===== src/rtl/reset_sequencer.sv =====
`default_nettype none
// +--------------------------------------------------------------------------+
// | reset_sequencer                                                          |
// | Filters MMCM lock, times the PHY reset, then releases NUM_CH domain      |
// | resets in index order. `RST_SEQ_LOCK_CNT_EN adds an 8-bit saturating     |
// | lock-loss counter output (lock_loss_count).                              |
// | Revision: 1.0                                                            |
// +--------------------------------------------------------------------------+
module reset_sequencer #(
    parameter int NUM_CH         = 3,
    parameter int SYNC_STAGES    = 4,
    parameter int LOCK_FILTER    = 64,
    parameter int PHY_RST_CYCLES = 1250,
    parameter int CH_DELAY       = 16
) (
    input  logic              clk,
    input  logic              reset_n,
    input  logic              pll_locked,
    input  logic              sw_rst_req,
    output logic              phy_reset_n,
    output logic [NUM_CH-1:0] rst_out,
    output logic              all_ready,
    output logic              busy
`ifdef RST_SEQ_LOCK_CNT_EN
    ,
    output logic [7:0]        lock_loss_count
`endif
);

    localparam int c_max_ab  = (LOCK_FILTER > PHY_RST_CYCLES) ? LOCK_FILTER : PHY_RST_CYCLES;
    localparam int c_cnt_max = (c_max_ab > CH_DELAY) ? c_max_ab : CH_DELAY;
    localparam int c_cnt_w   = $clog2(c_cnt_max + 1);
    localparam int c_idx_w   = $clog2(NUM_CH + 1);

    localparam logic [c_cnt_w-1:0] c_cnt_one  = c_cnt_w'(1);
    localparam logic [c_cnt_w-1:0] c_lock_ld  = c_cnt_w'(LOCK_FILTER);
    localparam logic [c_cnt_w-1:0] c_phy_ld   = c_cnt_w'(PHY_RST_CYCLES);
    localparam logic [c_cnt_w-1:0] c_ch_ld    = c_cnt_w'(CH_DELAY);
    localparam logic [c_idx_w-1:0] c_idx_one  = c_idx_w'(1);
    localparam logic [c_idx_w-1:0] c_idx_last = c_idx_w'(NUM_CH - 1);

    typedef enum logic [2:0] {
        ST_WAIT_LOCK   = 3'd0,
        ST_LOCK_STABLE = 3'd1,
        ST_PHY_RST     = 3'd2,
        ST_RELEASE     = 3'd3,
        ST_RUN         = 3'd4
    } state_t;

    state_t                  r_state;
    logic [SYNC_STAGES-1:0]  r_sync;
    logic [c_cnt_w-1:0]      r_cnt;
    logic [c_idx_w-1:0]      r_idx;
    logic                    r_phy_reset_n;
    logic [NUM_CH-1:0]       r_rst_out;
    logic                    r_all_ready;
    logic                    r_busy;
`ifdef RST_SEQ_LOCK_CNT_EN
    logic [7:0]              r_lock_cnt;
`endif

    logic w_lock_s;
    logic w_cnt_last;
    logic w_sw_ok;

    assign w_lock_s   = r_sync[SYNC_STAGES-1];
    assign w_cnt_last = (r_cnt == c_cnt_one);
    assign w_sw_ok    = (r_state == ST_PHY_RST) || (r_state == ST_RELEASE) || (r_state == ST_RUN);

    always_ff @(posedge clk or negedge reset_n) begin
        if (!reset_n) begin
            r_state       <= ST_WAIT_LOCK;
            r_sync        <= '0;
            r_cnt         <= '0;
            r_idx         <= '0;
            r_phy_reset_n <= 1'b0;
            r_rst_out     <= '1;
            r_all_ready   <= 1'b0;
            r_busy        <= 1'b1;
`ifdef RST_SEQ_LOCK_CNT_EN
            r_lock_cnt    <= 8'd0;
`endif
        end else begin
            r_sync <= {r_sync[SYNC_STAGES-2:0], pll_locked};

            // Lock loss outranks a software request and every state transition.
            if ((r_state != ST_WAIT_LOCK) && !w_lock_s) begin
                r_state       <= ST_WAIT_LOCK;
                r_cnt         <= '0;
                r_idx         <= '0;
                r_phy_reset_n <= 1'b0;
                r_rst_out     <= '1;
                r_all_ready   <= 1'b0;
                r_busy        <= 1'b1;
`ifdef RST_SEQ_LOCK_CNT_EN
                if (r_lock_cnt != 8'hFF) begin
                    r_lock_cnt <= r_lock_cnt + 8'd1;
                end
`endif
            end else if (sw_rst_req && w_sw_ok) begin
                r_state       <= ST_PHY_RST;
                r_cnt         <= c_phy_ld;
                r_idx         <= '0;
                r_phy_reset_n <= 1'b0;
                r_rst_out     <= '1;
                r_all_ready   <= 1'b0;
                r_busy        <= 1'b1;
            end else begin
                case (r_state)
                    ST_WAIT_LOCK: begin
                        if (w_lock_s) begin
                            r_state <= ST_LOCK_STABLE;
                            r_cnt   <= c_lock_ld;
                        end
                    end
                    ST_LOCK_STABLE: begin
                        if (w_cnt_last) begin
                            r_state <= ST_PHY_RST;
                            r_cnt   <= c_phy_ld;
                        end else begin
                            r_cnt <= r_cnt - c_cnt_one;
                        end
                    end
                    ST_PHY_RST: begin
                        if (w_cnt_last) begin
                            r_state       <= ST_RELEASE;
                            r_phy_reset_n <= 1'b1;
                            r_cnt         <= c_ch_ld;
                            r_idx         <= '0;
                        end else begin
                            r_cnt <= r_cnt - c_cnt_one;
                        end
                    end
                    ST_RELEASE: begin
                        if (w_cnt_last) begin
                            // Bits are cleared strictly from bit 0 upward, so a shift suffices.
                            r_rst_out <= r_rst_out << 1;
                            r_idx     <= r_idx + c_idx_one;
                            r_cnt     <= c_ch_ld;
                            if (r_idx == c_idx_last) begin
                                r_state     <= ST_RUN;
                                r_all_ready <= 1'b1;
                                r_busy      <= 1'b0;
                            end
                        end else begin
                            r_cnt <= r_cnt - c_cnt_one;
                        end
                    end
                    ST_RUN: begin
                        r_all_ready <= 1'b1;
                        r_busy      <= 1'b0;
                    end
                    default: begin
                        r_state <= ST_WAIT_LOCK;
                    end
                endcase
            end
        end
    end

    assign phy_reset_n = r_phy_reset_n;
    assign rst_out     = r_rst_out;
    assign all_ready   = r_all_ready;
    assign busy        = r_busy;
`ifdef RST_SEQ_LOCK_CNT_EN
    assign lock_loss_count = r_lock_cnt;
`endif

endmodule
`default_nettype wire

===== config.mk =====
export PLATFORM = sky130hd
export DESIGN_NAME = reset_sequencer
export DESIGN_NICKNAME = d
export VERILOG_FILES = /design/src/rtl/reset_sequencer.sv
export SDC_FILE = /design/constraint.sdc
export NUM_CORES = 1
export LEC_CHECK = 0
export BUFFER_PORTS_ARGS = -buffer_cell sky130_fd_sc_hd__buf_2
export CAP_MARGIN = 20
export CORE_ASPECT_RATIO = 0.75
export CORE_MARGIN = 2
export CORE_UTILIZATION = 54
export DETAILED_ROUTE_END_ITERATION = 8
export GPL_TIMING_DRIVEN = 1
export PLACE_DENSITY = 0.75
export SYNTH_ARGS = -nofsm -noshare
export SYNTH_HDL_FRONTEND = slang
export SYNTH_SLANG_ARGS = --single-unit

===== constraint.sdc =====
create_clock -name clk -period 1.65 [get_ports clk]
set_input_delay 0.2475 -clock clk [delete_from_list [all_inputs] [get_ports clk]]
set_output_delay 0.2475 -clock clk [all_outputs]
set_load 0.005 [all_outputs]

==> flow_summary.json, run 1 <==
{
  "cp.required_ns": 1.83,
  "startpoint_type": "flip-flop",
  "rsz0062_at_grt": "true",
  "finalCriticalPeriod_ns": 1.97,
  "syn-cell-area_sq_um": 1580,
  "final-setup-viol-count": 20,
  "hold_viol_final": 0,
  "ir_drop_v": 0.00111,
  "final_cell_mix": "buf_4, nand2_1, dfrtp_1",
  "start_util_pct": 58.6,
  "max_stage_delay_ns": 0.46,
  "leakagePower_nw": 1.03,
  "drv_slew": 0,
  "overflow": 0,
  "finalHoldWorstSlack_ns": 0.0782,
  "cp.arrival_ns": 2.14,
  "cpMaxStageDelayCell": "dfrtp_1",
  "ant_nets": 0,
  "dp_hpwl_mm": 3.14,
  "outcome": "finished, violations left",
  "fp.dieH_um": 50.9,
  "layout-drive-gt1-share_pct": 45.7,
  "worst-path-max-fanout": 4,
  "ys_seq_area_share_pct": 41.4,
  "portBuffers": 9,
  "clock_latency_ns": 0.29,
  "min_from": "pll_locked",
  "avgSynthCellArea_sq_um": 8.99,
  "synth_edf_count": 0,
  "wl_per_cell_um": 21.4,
  "power_density_nw_per_um2": 1940,
  "die-area_sq_um": 3380,
  "end_kind": "flip-flop",
  "layout_commonest_cell": "buf_4",
  "ys_warn_count": 0,
  "n_antenna_cell": 0,
  "layout.nets": 242,
  "numCtsBuffers": 3,
  "cts_tree": "built",
  "core_area_sq_um": 2700,
  "timing.final.ws_setup_ns": -0.315,
  "rows": 16,
  "netlist_instances": 176,
  "num_io_pins": 10,
  "routed_wirelength_mm": 5.77,
  "synth_cell_type_count": 48,
  "antenna_found_initial": 0,
  "worst_pin_slew_ns": 0.582,
  "synth_flop_cell": "dfrtp_1",
  "drc": 0,
  "utilization_pct": 85.9,
  "violations": "setup timing",
  "vias": 1743,
  "max_cap_viol_count": 0,
  "grt_max_degree": 27,
  "finalClockSkew_ns": 0.0155,
  "async_reset_ff_share_pct": 100,
  "syn_nets": 183,
  "hp-class": "input pin to flip-flop",
  "finalPower_w": 0.00450,
  "first_pass_iters": 6,
  "cts_root_buffer": "clkbuf_8",
  "clk_pin_slew_worst_paths_ns": 0.10,
  "cts_max_path_buffers": 2,
  "die_w_um": 66.5,
  "synth-seq-cells": 26,
  "avgViaCountPerCell": 6.46,
  "gp_congestion": 0.926,
  "fmax_mhz": 509,
  "placed_area_sq_um": 1980,
  "drt_iter0_drc": 282,
  "grt_pass1_vias": 1615,
  "clkSinkCount": 26,
  "grt_pass1_wl_mm": 7.98,
  "design_area_sq_um": 2320,
  "area_delta_synth_final_pct": 46.6,
  "critPathKind": "flip-flop to flip-flop",
  "slew_headroom_pct": 61.2,
  "setup_tns_ns": -3.33,
  "reg2reg_from": "r_cnt[3]$_DFFE_PN0P_",
  "period_share_pct": 119,
  "cp_cell_sequence": "nor4_4, and4b_2, buf_4, nand2_1, o211ai_1, o21ai_1",
  "startpoint": "r_cnt[3]$_DFFE_PN0P_",
  "grt_util_all_layers_pct": 32.1,
  "htreeDepth": 1
}
==> worst paths after layout <==
check / slack (ns) / to / cells past startpoint
setup / recovery: -0.32 / r_cnt[6]$_DFFE_PN0P_ / 6
hold / removal: 0.08 / r_sync[0]$_DFF_PN0_ / 1
hold reg to reg: 0.36 / r_sync[1]$_DFF_PN0_ / 0
max in group asynchronous: 0.73 / r_state[2]$_DFFE_PN0P_ / 2
setup reg to reg: -0.32 / r_cnt[6]$_DFFE_PN0P_ / 6
min in group asynchronous: 0.48 / r_cnt[3]$_DFFE_PN0P_ / 2
==> cells by family after synthesis <==
logic type | Yosys count | share of synthesized area, %
flops | 26 | 41.4
compound gates | 45 | 19.6
simple gates | 75 | 26.2
buf+inv | 17 | 4.51
fa+ha+maj | 3 | 2.37
xor+xnor | 6 | 3.32
mux | 4 | 2.53
==> state kept, by name, indices dropped and copies added, names as in the netlist <==
name and cells:
r_state 3, r_idx 2, all_ready 1, phy_reset_n 1, busy 1, rst_out 3, r_cnt 11, r_sync 4
==> timing repair <==
| item | 4_1_cts | 5_1_grt |
|---|---|---|
| resized for setup | 16 | 25 |
| pin swaps | 10 | 14 |
| hold buffers | 1 | 0 |
| endpoints found under the setup margin | 18 | 21 |
| setup buffers | 2 | 9 |
| endpoints found under the hold margin | 22 | 0 |
==> layout make-up <==
cell class,count,area (sq um)
Timing Repair Buffer,64,500
Fill cell,144,382
Multi-Input combinational cell,133,1020
Clock buffer,3,41.3
Tap cell,36,45.0
Clock inverter,1,30.0
Sequential cell,26,657
Inverter,7,26.3
==> power by group <==
part	leakage [nW]	switching (W)	internal [W]
Sequential	0.327	0.000178	0.000788
Clock	0.0357	0.000217	0.000325
Combinational	0.663	0.00153	0.00146
Total	1.03	0.00193	0.00257
==> critical path, delay by kind of cell (launching register included) <==
| kind | cells | cell delay (ns) |
|---|---|---|
| AND/OR/NAND/NOR | 3 | 0.83 |
| flip-flops | 1 | 0.46 |
| AO/OA/AOI/OAI | 2 | 0.40 |
| buffers and inverters | 1 | 0.16 |
==> metal layers <==
layer,up-vias,GRT usage [%],wire length [um]
met5,-,0,0
met4,0,11.9,336
met3,53,5.51,539
met2,143,53.5,2620
met1,806,42.1,2260
li1,741,-,-
==> cells in the mapped netlist (all sizes together) (2+ instances only) <==
cell type	n	share of area, %
nor3	2	0.63
dfstp	4	6.6
a22o	3	1.7
xor2	2	1.1
nand2b	4	1.6
or4	2	0.95
a31oi	2	1.7
buf	3	1.2
nand4b	2	1.1
ha	3	2.4
a21o	2	0.95
dfrtp	22	35
xnor2	4	2.2
a21oi	18	5.7
nand3	6	1.9
nand2	28	6.6
nor2	11	2.6
clkbuf	7	1.7
or2	4	1.6
nor2b	2	0.79
o211ai	3	1.4
mux2i	4	2.5
nor4	4	3.5
o21ai	7	2.2
inv	7	1.7
nand3b	2	0.95
nor3b	2	0.95
==> metrics by stage <==
| step | worst slack, ns | cells |
|---|---|---|
| floorplan | -0.165 | 176 |
| global placement | -0.113 | 256 |
| detailed placement | -0.177 | 256 |
| CTS | -0.141 | 263 |
| global route | -0.375 | 270 |
| finish | -0.315 | 270 |
(Power assumes the default switching activity.)
==> run 2, diff against run 1 <==
CORE_MARGIN = not set   (was 2)
CORE_UTILIZATION = 56   (was 54)
CTS_BUF_LIST = sky130_fd_sc_hd__clkbuf_4   (was not set)
PLACE_DENSITY = 0.77   (was 0.75)
==> flow_summary.json, run 2 (synthesized netlist as in run 1, its figures left out) <==
{
  "period_share_pct": 119,
  "n_antenna_cell": 0,
  "finalClockSkew_ns": 0.00878,
  "avgViaCountPerCell": 6.92,
  "slew_headroom_pct": 58.9,
  "cp.arrival_ns": 2.22,
  "end_kind": "flip-flop",
  "numCtsBuffers": 3,
  "routed_wirelength_mm": 6.75,
  "finalPower_w": 0.00473,
  "worst-path-max-fanout": 4,
  "hp-class": "input pin to flip-flop",
  "grt_pass1_vias": 1576,
  "final_cell_mix": "buf_4, nand2_1, dfrtp_1",
  "hold-path-cell-count": 1,
  "cts_tree": "built",
  "rsz0062_at_grt": "true",
  "clk_pin_slew_worst_paths_ns": 0.16,
  "max_stage_delay_ns": 0.45,
  "fmax_mhz": 508,
  "power_density_nw_per_um2": 1940,
  "hold_viol_final": 0,
  "first_pass_iters": 5,
  "top_usage_layer": "met2",
  "globalRouteMet3Util_pct": 9.05,
  "clkSinkCount": 26,
  "gp_congestion": 0.917,
  "vias": 1911,
  "cpMaxStageDelayCell": "dfrtp_1",
  "clock_latency_ns": 0.34,
  "grt_pass1_wl_mm": 7.51,
  "outcome": "finished, violations left",
  "cp.required_ns": 1.90,
  "start_util_pct": 59.9,
  "ff2ff_setup_slack_ns": -0.32,
  "grt_util_all_layers_pct": 34.3,
  "finalNonFillerCells": 276,
  "largest_reg_flops": 11,
  "cp_cell_sequence": "nor4_4, and4b_2, a31oi_4, or4_4, o32ai_2",
  "wl_per_cell_um": 24.4,
  "regMostFlops": "r_cnt",
  "dpl_worst_slack_ns": -0.239,
  "layout_commonest_cell": "buf_4",
  "violations": "setup timing",
  "area_delta_synth_final_pct": 54.4,
  "finalHoldWorstSlack_ns": 0.0209,
  "use_met2_pct": 62.8,
  "drv_slew": 0,
  "overflow": 0,
  "leakagePower_nw": 1.08,
  "num_io_pins": 10,
  "die_w_um": 63.4,
  "largest_registers": "r_cnt: 11 flops, r_sync: 4 flops",
  "timing.final.ws_setup_ns": -0.320,
  "final-setup-viol-count": 21,
  "dpl.cell_count": 257,
  "finalCriticalPeriod_ns": 1.97,
  "placed_area_sq_um": 1990,
  "critPathKind": "flip-flop to flip-flop",
  "startpoint_type": "flip-flop",
  "ir_drop_v": 0.00103,
  "antenna_found_initial": 0,
  "die-area_sq_um": 3050,
  "max_cap_viol_count": 0,
  "fp.dieH_um": 48.0,
  "drc": 0,
  "dp_hpwl_mm": 3.18,
  "rows": 16,
  "design_area_sq_um": 2440,
  "layout.nets": 248,
  "ant_nets": 0,
  "portBuffers": 9,
  "rr_worst_depth": 5,
  "core_area_sq_um": 2640,
  "worst_pin_slew_ns": 0.617,
  "met1_usage_pct": 39.0,
  "layout-drive-gt1-share_pct": 54.2,
  "cts_root_buffer": "clkbuf_4",
  "drt_iter0_drc": 227,
  "grt_max_degree": 27,
  "htreeDepth": 1,
  "cts_max_path_buffers": 2
}
-- run 2: changes by cell type in the layout (fill, tap and decap cells not counted), sizes merged --
cell  delta
buf      +6
-- run 2: final cells by class --
type | count | area, sq um
multi-input cells | 133 | 1100
flip-flops and latches | 26 | 657
repair buffers | 70 | 559
fillers | 88 | 199
well taps | 36 | 45.0
clock inverters | 1 | 30.0
inverters | 7 | 26.3
clock buffers | 3 | 22.5
-- run 2: worst max-delay path, delay by kind of cell, from the launching register on --
family / cells / cell delay (ns)
AOI/OAI and AO/OA: 2 / 0.24
DFF: 1 / 0.45
and+or+nand+nor: 3 / 1.20
-- run 2: what timing repair did --
item	in CTS	in global routing
endpoints found under the hold margin	22	0
setup endpoints to repair	17	21
resized for setup	34	36
hold buffers	1	0
pin swaps	23	19
buffers inserted	5	12
-- run 2: path summary, 6_finish.rpt --
path,start,end
worst max-delay path,r_cnt[7]$_DFFE_PN0P_,r_state[0]$_DFFE_PN0P_
max in group asynchronous,reset_n,r_sync[3]$_DFF_PN0_
min in group asynchronous,reset_n,r_cnt[2]$_DFFE_PN0P_
worst min-delay path,pll_locked,r_sync[0]$_DFF_PN0_
worst max register to register,r_cnt[7]$_DFFE_PN0P_,r_state[0]$_DFFE_PN0P_
worst min register to register,r_sync[1]$_DFF_PN0_,r_sync[2]$_DFF_PN0_
-- run 2: where the power goes --
part,switching [W],internal [W]
sequential,0.000179,0.000788
combinational,0.00174,0.00156
clock,0.000214,0.000246
total,0.00214,0.00260
-- run 2: through the flow --
stage | TNS, ns | util [%]
after CTS | -1.04 | 84.9
after global placement | -0.660 | 75.2
after floorplan | -0.481 | -
final | -4.36 | 92.5
after global routing | -5.81 | 92.5
after detailed placement | -1.65 | 75.2
-- run 2: metal layers --
metal  part of all wire (%)  wire length (um)  vias to the layer above
li1                       -                 -                      757
met1                     35              2390                      902
met2                     47              3160                      189
met3                     11               754                       63
met4                    6.6               444                        0
met5                      0                 0                        -
